===== config.mk =====
export PLATFORM = sky130hd
export DESIGN_NAME = mult_int_unsign_seq
export DESIGN_NICKNAME = d
export VERILOG_FILES = /design/src/rtl/mult_int_unsign_seq.sv
export SDC_FILE = /design/constraint.sdc
export NUM_CORES = 1
export LEC_CHECK = 0
export CAP_MARGIN = 20
export CORE_MARGIN = 2
export CORE_UTILIZATION = 56
export CTS_CLUSTER_DIAMETER = 80
export DETAILED_ROUTE_END_ITERATION = 7
export GPL_TIMING_DRIVEN = 0
export PLACE_DENSITY = 0.85
export REMOVE_ABC_BUFFERS = 1
export SYNTH_ARGS = -nofsm -noshare
export SYNTH_HDL_FRONTEND = slang
export SYNTH_SLANG_ARGS = --single-unit

===== constraint.sdc =====
create_clock -name clk -period 4.9 [get_ports clk]
set_input_delay 0.735 -clock clk [delete_from_list [all_inputs] [get_ports clk]]
set_output_delay 0.735 -clock clk [all_outputs]
set_load 0.01 [all_outputs]

===== src/rtl/mult_int_unsign_seq.sv =====
// mult_int_unsign_seq: unsigned shift-add multiplier, one partial product per clock,
// sharing the A/Q/M register layout of the restoring divider.
module mult_int_unsign_seq #(
    parameter int WIDTH = 8
) (
    input  logic               clk,
    input  logic               reset_n,
    input  logic               start,
    input  logic [WIDTH-1:0]   mcd,
    input  logic [WIDTH-1:0]   mpr,
    output logic               ready,
    output logic               done,
    output logic [2*WIDTH-1:0] prd
);
    localparam int CW = $clog2(WIDTH);

    typedef enum logic [1:0] {IDLE, RUN, DONE} state_t;

    state_t           state, state_n;
    logic [WIDTH:0]   a, a_n, sum;
    logic [WIDTH-1:0] q, q_n, m;
    logic [CW-1:0]    count;
    logic             last;

    // A carries into its top bit so the add never loses a bit before the shift
    always_comb begin
        ready   = state == IDLE;
        done    = state == DONE;
        sum     = q[0] ? a + {1'b0, m} : a;
        a_n     = {1'b0, sum[WIDTH:1]};
        q_n     = {sum[0], q[WIDTH-1:1]};
        last    = count == CW'(WIDTH - 1);
        state_n = state == IDLE ? (start ? RUN : IDLE) :
                  state == RUN  ? (last ? DONE : RUN) : IDLE;
    end

    always_ff @(posedge clk) begin
        if (!reset_n) begin
            state <= IDLE;
            a     <= '0;
            q     <= '0;
            m     <= '0;
            count <= '0;
            prd   <= '0;
        end else begin
            state <= state_n;
            if (state == IDLE && start) begin
                m     <= mcd;
                q     <= mpr;
                a     <= '0;
                count <= '0;
            end else if (state == RUN) begin
                a     <= a_n;
                q     <= q_n;
                count <= count + CW'(1);
                if (last) prd <= {a_n[WIDTH-1:0], q_n};
            end
        end
    end
endmodule


==> results_dict.tcl <==
set metrics [dict create \
    antenna_found_initial 0 \
    status "finished, final reports clean" \
    io_pins 37 \
    hold_ws_ns 0.4633 \
    clkLatencyLatePin_ns 0.30 \
    tightest_slew_ns 0.8030 \
    cts_hold_buf 0 \
    drt-total-wl_um 4742 \
    final_core_util 0.7136 \
    max_clock_freq_mhz 421.5 \
    dr.pass1.iters 4 \
    setup_violations 0 \
    syn_to_final_growth_pct 21.82 \
    cts_sinks 45 \
    period_share 0.4842 \
    drv_slew 0 \
    yosysTopAreaCellShare 0.4201 \
    hold_path_class "flop to flop" \
    hold_viol 0 \
    cts_setup_buffers 0 \
    yosysTopAreaCell "dfxtp_1" \
    grt_pass1_wl_um 8093 \
    drive_gt1_frac 0.04965 \
    grt_max_degree 37 \
    min_period_ns 2.373 \
    min_to "prd[4]" \
    h-tree-depth 2 \
    worstRegToRegCells 5 \
    p_per_area_mw_per_mm2 271.1 \
    worst-setup-path-type "flop to flop" \
    cts.repair.resized 0 \
    end_kind "flop" \
    start_kind "flop" \
    diodes 0 \
    num_vias 1892 \
    drc 0 \
    synth_area_mm2 0.002145 \
    wl_per_cell_um 14.37 \
    p_leak_uw 0.001022 \
    ant_nets 0 \
    gp_congestion 0.8697 \
    slew_headroom 0.4647 \
    std_cell_rows 22 \
    first_iter_violations 197 \
    dp_hpwl_um 3066 \
    die_w_um 65.89 \
    die_h_um 65.89 \
    yosysSeqAreaShare 0.4201 \
    port_buffers 36 \
    yosys_register_bits 45 \
    reg2reg_to "prd[14]" \
    first_global_vias 1752 \
    core_mm2 0.003661 \
    power_uw 708.3 \
    timing.rr.start "state[0]" \
    ir_worst_vdd_mv 0.2266 \
    routed_via_density 5.733 \
    worstPathArrival_ns 2.57 \
    skew_ns 0.006249 \
    netlist_instances 250 \
    cts_buffer_depth 2 \
    path_clk_slew_ns 0.08 \
    maxCapViolations 0 \
    min_path_cells 2 \
    path_max_fanout 21 \
    postSynthAreaPerCell_um2 8.578 \
    rsz0062_at_grt "false" \
    critPathRequiredTime_ns 5.10 \
    min_from "prd[4]" \
    r2r_slack_ns 2.53 \
    placed_area_mm2 0.002502 \
    tritoncts "yes" \
    yosysWarnings 0 \
    ys_types 40 \
    num-fill-cells 295 \
    cts_made_buffers 5 \
    cts_root_buffer "clkbuf_8" \
    die-area_mm2 0.004341 \
    design_area_mm2 0.002613 \
    fin_tns_setup_ns 0 \
    grt_overflow 0 \
    grt_use_total 0.2478 \
    nets 311 \
    ys_top_cells_by_area "dfxtp_1, nand2_1, a21boi_0" \
    start_util 0.5858 \
]
layout make-up:
type | instances | area [µm²] | share of cell area
flip-flops and latches | 45 | 900.9 | 0.3448
inverters | 6 | 22.52 | 0.008621
clock inverters | 2 | 10.01 | 0.003831
repair buffers | 38 | 399.1 | 0.1528
well taps | 48 | 60.06 | 0.02299
multi-input cells | 185 | 1147 | 0.4392
clock buffers | 6 | 72.57 | 0.02778
cells by family after synthesis:
kind of cell    after synthesis  synth area share
simple gates                 91            0.1832
compound gates               76            0.2520
flops                        45            0.4201
buf+inv                      20           0.04609
fa+ha+maj                    11           0.06768
mux                           4           0.01867
xor+xnor                      3           0.01225
worst max-delay path, stage by stage, from the launching register on:
cell and delay [ns]:
dfxtp_1 0.37, nor2b_2 0.55, buf_6 0.25, and2_1 0.66, o21ai_0 0.19, o221a_1 0.24
sequential cells by signal, indices dropped and copies added, names as in the netlist:
signal / flops
prd: 16
a: 8
m: 8
q: 8
count: 3
state: 2
routing by layer:
| metal | part of all wire | vias to the layer above | track usage |
|---|---|---|---|
| li1 | - | 938 | - |
| met1 | 0.46 | 883 | 0.3219 |
| met2 | 0.47 | 62 | 0.3927 |
| met3 | 0.053 | 9 | 0.05963 |
| met4 | 0.018 | 0 | 0.1042 |
| met5 | 0 | - | 0 |
power by group:
part | leakage, µW | internal [µW] | total [µW] | switching [µW]
Combinational | 0.000611 | 43.5 | 92.7 | 49.2
Clock | 0.0000450 | 99.0 | 224 | 125
Sequential | 0.000366 | 379 | 391 | 12.4
Total | 0.00102 | 521 | 708 | 187
Yosys cell counts:
cell        n
mux2i_1     4
buf_4       5
o2bb2ai_1   1
buf_2       4
dfxtp_1    45
nand3b_1    1
and3_1      1
nor2_1     14
nand2_1    55
o211ai_1    2
a22oi_1     7
nor3_1      8
o21ai_0    10
ha_1       10
a21boi_0   24
o21a_1      3
nor2_4      1
o311a_1     1
o21ai_2     1
a21o_1      2
a21oi_1    11
o221a_1     1
o22ai_1     1
xnor2_1     2
a211oi_1    3
xor2_1      1
fa_1        1
a211oi_2    1
o31ai_2     1
and2b_1     1
nand3_1     1
and2_1      2
inv_1       6
a31oi_1     3
nand2b_1    3
nor2b_1     3
o211a_1     3
a221oi_1    1
clkbuf_1    5
nand4_1     1
worst max-delay path by stage:
| stage | start | endpoint | slack [ns] | cells past startpoint |
|---|---|---|---|---|
| finish | state[0] | prd[14] | 2.53 | 5 |
| global route | state[0] | prd[14] | 2.27 | 5 |
| CTS | reset_n | a[6] | 2.37 | 4 |
| detailed placement | reset_n | a[6] | 2.05 | 4 |
| global placement | state[0] | prd[14] | 1.75 | 4 |
| floorplan | state[0] | prd[14] | 2.47 | 4 |
cell usage in the layout (no fill, tap or decap), types with 2 or more instances in the layout:
| cell | synthesis | final |
|---|---|---|
| nand2_1 | 55 | 55 |
| dfxtp_1 | 45 | 45 |
| clkdlybuf4s50_1 | 0 | 36 |
| a21boi_0 | 24 | 24 |
| nor2_1 | 14 | 14 |
| a21oi_1 | 11 | 11 |
| o21ai_0 | 10 | 10 |
| ha_1 | 10 | 10 |
| nor3_1 | 8 | 8 |
| a22oi_1 | 7 | 7 |
| inv_1 | 6 | 6 |
| clkbuf_8 | 0 | 5 |
| mux2i_1 | 4 | 4 |
| nand2b_1 | 3 | 3 |
| o211a_1 | 3 | 3 |
| a31oi_1 | 3 | 3 |
| a211oi_1 | 3 | 3 |
| o21a_1 | 3 | 3 |
| nor2b_1 | 3 | 2 |
| o211ai_1 | 2 | 2 |
| a21o_1 | 2 | 2 |
| xnor2_1 | 2 | 2 |
| and2_1 | 2 | 2 |
| clkinv_2 | 0 | 2 |
per-stage QoR:
stage,std cells,setup slack [ns]
final,330,2.527
after global placement,320,1.746
after global routing,330,2.272
after detailed placement,321,2.049
after CTS,329,2.366
after floorplan,236,2.466
No activity file was read; power rests on OpenSTA's default activity.
